$ cat config.mk
export PLATFORM = sky130hd
export DESIGN_NAME = flush_arbiter
export DESIGN_NICKNAME = d
export VERILOG_FILES = /design/src/rtl/flush_arbiter.sv
export SDC_FILE = /design/constraint.sdc
export NUM_CORES = 1
export LEC_CHECK = 0
export ABC_AREA = 0
export BUFFER_PORTS_ARGS = -buffer_cell sky130_fd_sc_hd__buf_4
export CAP_MARGIN = 20
export CORE_UTILIZATION = 47
export CTS_CLUSTER_DIAMETER = 80
export CTS_CLUSTER_SIZE = 30
export DETAILED_ROUTE_END_ITERATION = 6
export GPL_ROUTABILITY_DRIVEN = 0
export GPL_TIMING_DRIVEN = 1
export PLACE_DENSITY_LB_ADDON = 0.25
export REMOVE_ABC_BUFFERS = 1
export SKIP_LAST_GASP = 1
export SYNTH_ARGS = -nofsm -noshare
export SYNTH_HDL_FRONTEND = slang
export SYNTH_SLANG_ARGS = --single-unit
$ cat constraint.sdc
create_clock -name clk -period 1.95 [get_ports clk]
set_input_delay 0.2925 -clock clk [delete_from_list [all_inputs] [get_ports clk]]
set_output_delay 0.2925 -clock clk [all_outputs]
set_load 0.005 [all_outputs]
$ cat src/rtl/flush_arbiter.sv
// flush_arbiter: grants the shared downlink to one of two scanners, drives its flush, waits for drain, accumulates units
module flush_arbiter #(
  parameter logic [2:0] FLUSH_ST = 3'b100,
  parameter int TIMEOUT = 16,
  parameter int TOT_W = 16
) (
  input  logic clk,
  input  logic reset,
  input  logic link_ok,
  input  logic rdy_flush1,
  input  logic rdy_flush2,
  input  logic [7:0] mem_used1,
  input  logic [7:0] mem_used2,
  input  logic [2:0] state1,
  input  logic [2:0] state2,
  output logic flush1,
  output logic flush2,
  output logic busy,
  output logic sel,
  output logic xfer_done,
  output logic timeout_err,
  output logic [TOT_W-1:0] total_xferred
);
  localparam int CW = $clog2(TIMEOUT + 1);
  typedef enum logic [1:0] {IDLE, GRANT, DRAIN, DONE} state_t;
  state_t state_q, state_d;
  logic sel_q, sel_d, last_q, last_d, to_q, to_d;
  logic [CW-1:0] cnt_q, cnt_d;
  logic [7:0] lvl_q, lvl_d;
  logic [TOT_W-1:0] tot_q, tot_d;
  logic [TOT_W:0] sum;
  logic in_flush;
  logic [7:0] mem_sel;
  assign in_flush = (sel_q ? state2 : state1) == FLUSH_ST;
  assign mem_sel = sel_q ? mem_used2 : mem_used1;
  assign sum = {1'b0, tot_q} + (TOT_W + 1)'(lvl_q);
  // next-state: selection in IDLE, flush handshake/timeout in GRANT, drain wait, saturating accumulate in DONE
  always_comb begin
    state_d = state_q;
    sel_d = sel_q;
    last_d = last_q;
    cnt_d = '0;
    lvl_d = lvl_q;
    tot_d = tot_q;
    to_d = 1'b0;
    case (state_q)
      IDLE: if (link_ok && (rdy_flush1 || rdy_flush2)) begin
        state_d = GRANT;
        sel_d = rdy_flush2 && (!rdy_flush1 || !last_q);
      end
      GRANT: begin
        cnt_d = cnt_q + CW'(1);
        if (in_flush) begin
          lvl_d = mem_sel;
          state_d = DRAIN;
        end else if (!link_ok) state_d = IDLE;
        else if (cnt_q == CW'(TIMEOUT - 1)) begin
          state_d = IDLE;
          to_d = 1'b1;
        end
      end
      DRAIN: if (mem_sel == 8'd0 && !in_flush) state_d = DONE;
      DONE: begin
        tot_d = sum[TOT_W] ? '1 : sum[TOT_W-1:0];
        last_d = sel_q;
        state_d = IDLE;
      end
      default: state_d = IDLE;
    endcase
  end
  // state register; last_served starts at scanner 2 so scanner 1 wins the first tie
  always_ff @(posedge clk) begin
    if (reset) begin
      state_q <= IDLE;
      sel_q <= 1'b0;
      last_q <= 1'b1;
      to_q <= 1'b0;
      cnt_q <= '0;
      lvl_q <= '0;
      tot_q <= '0;
    end else begin
      state_q <= state_d;
      sel_q <= sel_d;
      last_q <= last_d;
      to_q <= to_d;
      cnt_q <= cnt_d;
      lvl_q <= lvl_d;
      tot_q <= tot_d;
    end
  end
  assign busy = state_q != IDLE;
  assign flush1 = state_q == GRANT && !sel_q;
  assign flush2 = state_q == GRANT && sel_q;
  assign sel = sel_q;
  assign xfer_done = state_q == DONE;
  assign timeout_err = to_q;
  assign total_xferred = tot_q;
endmodule
==> flow_summary.ini, run 1 <==
[worst_setup_path]
worstSetupPathType = flop to flop
r2r_start = lvl_q[0]
startpoint_type = flop
worst_ep_required_time_ns = 2.12
critical_path.max_fanout = 5
arrival_ns = 2.18
r2r_end = total_xferred[15]
end_kind = flop
r2r_slack_ns = -0.06
r2r_cells = 8

[pwr]
p_per_area_mw_per_mm2 = 621
peakVddDrop_mv = 0.372
leakage_nw = 1.13

[route]
routed_wl_mm = 4.76
drt_iter0_drc = 85
drt-pass1-iter-count = 4
wl_per_cell_um = 14.2
ant_nets = 0
drc = 0
viasPerCell = 5.62
vias = 1887

[place]
dpl_cell_area_mm2 = 0.00239
io_buffers = 48
dpl.hpwl_mm = 3.31
dp_slack_ns = -0.190

[floorplanning]
io_pins = 49
dieHeight_um = 64.9
row_count = 22
die_w_um = 64.9
core_mm2 = 0.00372
initial_utilization_pct = 50.0
die_area_mm2 = 0.00421

[finish]
nFillCells = 325
antennaDiodeCount = 0
fin_nets = 325
area_growth_pct = 43.6
final_cell_mix = buf_4, dfxtp_1, nor2_1, nand2_1
drive_above_1_share_pct = 34.0
mostFrequentLayoutCell = buf_4
fin_area_mm2 = 0.00267

[timing]
fin_skew_ns = 0.00292
drv_slew = 0
finalCritPeriodShare_pct = 103
hold_viol_final = 0
slew_headroom_pct = 74.0
setup_viol = 9
tns_ns = -0.247
hold_slack_ns = 0.281
period_minus_slack_ns = 2.01
fmax_mhz = 497
rsz0062_at_grt = true
final.setup.worst_slack_ns = -0.0612
worst_slew_pin_slew_ns = 0.388

[global_routing]
antenna_found_initial = 0
grt_first_pass_wirelength_mm = 7.90
first_global_vias = 1802
grt_usage_pct = 24.1
grt_max_degree = 32
globalRouteOverflowTotal = 0

[synth]
ys_types = 43
syn_avg_cell_area_um2 = 8.60
async_flop_share_pct = 0
synth_ff_type = dfxtp_1
synth_seq_cells = 34
ys_seq_area_share_pct = 36.7
synth_edf_count = 0
syn_inst = 216
syn_area_mm2 = 0.00186
ys_warn_count = 0

[hold_path]
hp-start = rdy_flush2
hp-class = input port to flop
hold_end = sel
hold_depth = 3

[clocking]
cts_tree = done
root_buffer = clkbuf_8
clk_pin_slew_ns = 0.07
cts_num_sinks = 34
htreeDepth = 2
cts_buffers = 5
worstSkewPairLatency_ns = 0.29
clk_path_buf_depth = 2

[run_status]
status = complete, but fails checks
violations = setup timing

[run]
max_cap_violations = 0
## layer usage
layer | GRT usage [%] | up-vias | part of all wire, % | wire length (µm)
li1 | - | 953 | - | -
met3 | 5.81 | 2 | 5.8 | 276
met2 | 40.6 | 66 | 48 | 2290
met4 | 6.67 | 0 | 0.21 | 10
met1 | 30.3 | 866 | 46 | 2190
met5 | 0 | - | 0 | 0
## through the flow
| stage | power, mW | utilization (%) | cells |
|---|---|---|---|
| floorplan | 0.778 | - | 208 |
| global placement | 0.858 | 64.4 | 324 |
| detailed placement | 0.860 | 64.4 | 324 |
| CTS | 1.66 | 70.0 | 335 |
| global route | 1.72 | 71.8 | 336 |
| finish | 1.66 | 71.8 | 336 |
## registers in the layout, indices dropped and copies added, names as in the netlist, named ones only
register	cells
cnt_q	5
last_q	1
lvl_q	8
sel	1
state_q	1
timeout_err	1
total_xferred	16
## power by group
part / leakage (nW) / internal, mW / switching [mW]
Clock: 0.0714 / 0.545 / 0.263
Combinational: 0.784 / 0.0746 / 0.0623
Sequential: 0.275 / 0.703 / 0.00882
Total: 1.13 / 1.32 / 0.334
## final cells by class
class / count / area, µm² / share of cell area [%]
Clock buffer: 6 / 82.6 / 3.10
Clock inverter: 2 / 60.1 / 2.25
Inverter: 8 / 30.0 / 1.13
Multi-Input combinational cell: 167 / 1210 / 45.5
Sequential cell: 34 / 683 / 25.6
Tap cell: 48 / 60.1 / 2.25
Timing Repair Buffer: 71 / 537 / 20.1
## what timing repair did
action,CTS,global route
gates cloned,1,0
gates resized for setup,10,8
endpoints found under the setup margin,16,17
hold buffers,0,0
pin swaps,8,8
buffers inserted,2,2
## synth_stat cells, types with 2 or more instances
| master | instances | area (µm²) |
|---|---|---|
| and4_1 | 6 | 52.6 |
| nor2_1 | 27 | 101 |
| nand2_1 | 13 | 48.8 |
| o211ai_1 | 2 | 15.0 |
| mux2i_1 | 8 | 80.1 |
| nor4_1 | 4 | 25.0 |
| a311oi_1 | 2 | 17.5 |
| a31oi_1 | 11 | 68.8 |
| dfxtp_1 | 34 | 681 |
| xor2_1 | 2 | 17.5 |
| a21oi_1 | 12 | 60.1 |
| o21ai_0 | 4 | 20.0 |
| and3_1 | 5 | 31.3 |
| nand2b_1 | 3 | 18.8 |
| clkbuf_1 | 3 | 11.3 |
| inv_1 | 8 | 30.0 |
| o21bai_1 | 2 | 15.0 |
| a211oi_1 | 15 | 113 |
| nand4_1 | 4 | 25.0 |
| nor3_1 | 8 | 40.0 |
| a21o_1 | 2 | 15.0 |
| nand3_1 | 4 | 20.0 |
| and2_1 | 3 | 18.8 |
| ha_1 | 10 | 125 |
| xnor2_1 | 4 | 35.0 |
| buf_1 | 3 | 11.3 |
## worst max-delay path, cell delays in order (launching register included)
cell,delay (ns)
dfxtp_2,0.34
ha_4,0.16
fa_2,0.36
a211oi_2,0.24
o211a_1,0.25
buf_4,0.14
a211oi_4,0.05
and4b_1,0.30
nor3_2,0.05
## logic make-up after synthesis
| family | after synthesis | synth area share, % |
|---|---|---|
| adder cells (fa/ha/maj) | 11 | 7.82 |
| multiplexers | 8 | 4.31 |
| AND/OR/NAND/NOR | 85 | 24.1 |
| buffers and inverters | 16 | 3.37 |
| AO/OA/AOI/OAI | 56 | 20.9 |
| flip-flops | 34 | 36.7 |
| XOR/XNOR | 6 | 2.83 |
## worst max-delay path by stage
stage	start	endpoint	cells past startpoint
after floorplan	total_xferred[0]	total_xferred[7]	7
after global placement	total_xferred[0]	total_xferred[7]	7
after detailed placement	total_xferred[0]	total_xferred[7]	7
after CTS	total_xferred[0]	total_xferred[7]	7
after global routing	total_xferred[0]	total_xferred[7]	7
final	lvl_q[0]	total_xferred[15]	8
Note: power is estimated with default switching activity, not from simulation.
==> inputs of run 2 (changes only) <==
--- a/config.mk
+++ b/config.mk
@@ -14,7 +14,7 @@
 export DETAILED_ROUTE_END_ITERATION = 6
 export GPL_ROUTABILITY_DRIVEN = 0
 export GPL_TIMING_DRIVEN = 1
-export PLACE_DENSITY_LB_ADDON = 0.25
+export PLACE_DENSITY_LB_ADDON = 0.15
 export REMOVE_ABC_BUFFERS = 1
 export SKIP_LAST_GASP = 1
 export SYNTH_ARGS = -nofsm -noshare
==> run 2 against run 1 <==
The run still ends with setup timing left. Critical path depth fell by 1. Clock power decreased by 2%. Clock skew increased by 0.010 ns. Hold slack lost 0.011 ns. Register-to-register slack gained 0.02 ns. Sequential cell count is the same. Sequential power barely moved.
==> flow_summary.ini, run 2 (synthesis results as in run 1) <==
[pwr]
pwr-share-seq_pct = 43.3
leakage_nw = 1.14
switching_share_pct = 21.4
p_int_mw = 1.29
pwr-share-comb_pct = 8.3
p_per_area_mw_per_mm2 = 611
power.share.clock_pct = 48.4
peakVddDrop_mv = 0.381
p_total_mw = 1.64
p_switching_mw = 0.352

[clocking]
cts-hold-fix-buffers = 0
clk_path_buf_depth = 2
worstSkewPairLatency_ns = 0.30
htreeDepth = 2
cts_buffers = 5
cts_num_sinks = 34
clk_pin_slew_ns = 0.08
root_buffer = clkbuf_8
cts_tree = done

[timing]
hold_viol_final = 0
drv_slew = 0
setup_viol = 1
worst_slew_pin_slew_ns = 0.434
fin_skew_ns = 0.0130
final.setup.worst_slack_ns = -0.0403
period_minus_slack_ns = 1.99
fmax_mhz = 502
slew_headroom_pct = 71.0
rsz0062_at_grt = true
finalCritPeriodShare_pct = 102

[place]
io_buffers = 48
dpl.hpwl_mm = 3.22
dpl_cell_area_mm2 = 0.00241

[route]
viasPerCell = 5.61
drc = 0
drt_iter0_drc = 130
drt-pass1-iter-count = 4
vias = 1896
ant_nets = 0
wl_per_cell_um = 13.9
routed_wl_mm = 4.71

[hold_path]
hp-class = input port to flop
hp-start = rdy_flush2

[worst_setup_path]
end_kind = flop
startpoint_type = flop
cp_cell_sequence = ha_4 -> fa_2 -> a211oi_2 -> o211a_1 -> a211oi_2 -> a2111oi_2 -> a21oi_1
worst_ep_required_time_ns = 2.13
critPathLaunch = total_xferred[0]
critPathSlowestCell = fa_2
worstSetupPathType = flop to flop
r2r_start = total_xferred[0]
max_stage_delay_ns = 0.37
critical_path.max_fanout = 2
arrival_ns = 2.17
crit_path_frequent_cell = a211oi_2

[floorplanning]
dieHeight_um = 64.9
initial_utilization_pct = 50.0
core_mm2 = 0.00372
die_w_um = 64.9
die_area_mm2 = 0.00421
io_pins = 49
row_count = 22

[finish]
drive_above_1_share_pct = 35.9
fin_nets = 327
mostFrequentLayoutCell = buf_4
fin_area_mm2 = 0.00269
largest_reg_flops = 16
area_growth_pct = 44.9
final_cell_mix = buf_4, dfxtp_1, nor2_1, nand2_1
antennaDiodeCount = 0

[global_routing]
grt_first_pass_wirelength_mm = 7.70
first_global_vias = 1765
grt_max_degree = 32
grt_usage_pct = 23.8
antenna_found_initial = 0
globalRouteOverflowTotal = 0

[run_status]
violations = setup timing
status = complete, but fails checks

[run]
max_cap_violations = 0
-- run 2: timing repair --
action / CTS / global route
gates resized for setup: 10 / 11
buffers inserted: 3 / 1
pin swaps: 7 / 11
gates cloned: 0 / 0
endpoints found under the setup margin: 15 / 16
endpoints found under the hold margin: 0 / 0
-- run 2: critical path, delay by kind of cell (launching register included) --
| kind | cells | cell delay, ns |
|---|---|---|
| AOI/OAI and AO/OA | 5 | 1.00 |
| adders and majority gates | 2 | 0.53 |
| DFF | 1 | 0.34 |
-- run 2: area by class of cell --
| type | count | area [µm²] |
|---|---|---|
| sequential | 34 | 683 |
| inverter | 8 | 30.0 |
| tap | 48 | 60.1 |
| timing repair buffer | 74 | 556 |
| clock inverter | 3 | 68.8 |
| clock buffer | 5 | 68.8 |
| fill | 319 | 1030 |
| multi-input combinational | 166 | 1220 |
-- run 2: metrics by stage --
stage                     setup WS (ns)  setup TNS [ns]  hold slack (ns)  instances  utilization (%)
final                           -0.0403         -0.0403            0.269        338             72.4
after global routing             -0.113          -0.442            0.280        338             72.4
after CTS                       -0.0154         -0.0213            0.266        337             70.3
after detailed placement         -0.139           -1.16            0.441        326             64.8
after global placement          -0.0624          -0.385            0.435        326             64.8
after floorplan                 -0.0976          -0.103            0.362        208                -
-- run 2: worst paths after layout --
check,depth (start not counted),to,slack [ns]
worst max-delay path,7,total_xferred[7],-0.04
worst min-delay path,3,sel,0.27
worst min register to register,1,cnt_q[0],0.45
worst max register to register,7,total_xferred[7],-0.04
-- run 2: routing by layer --
layer  vias up  wire length, µm  track usage (%)  part of all wire [%]
met5         -                0                0                     0
met4         0               56             9.17                   1.2
met3         4              282             5.28                   6.0
met2        73             2180             39.7                    46
met1       870             2190             29.6                    46
li1        949                -                -                     -
-- run 2: power by group through the flow --
| stage | Combinational, mW | Sequential (mW) | Clock (mW) |
|---|---|---|---|
| final | 0.137 | 0.711 | 0.794 |
| after global routing | 0.151 | 0.713 | 0.833 |
| after CTS | 0.134 | 0.711 | 0.802 |
| after detailed placement | 0.133 | 0.726 | 0 |
| after global placement | 0.132 | 0.726 | 0 |
| after floorplan | 0.0497 | 0.728 | 0 |
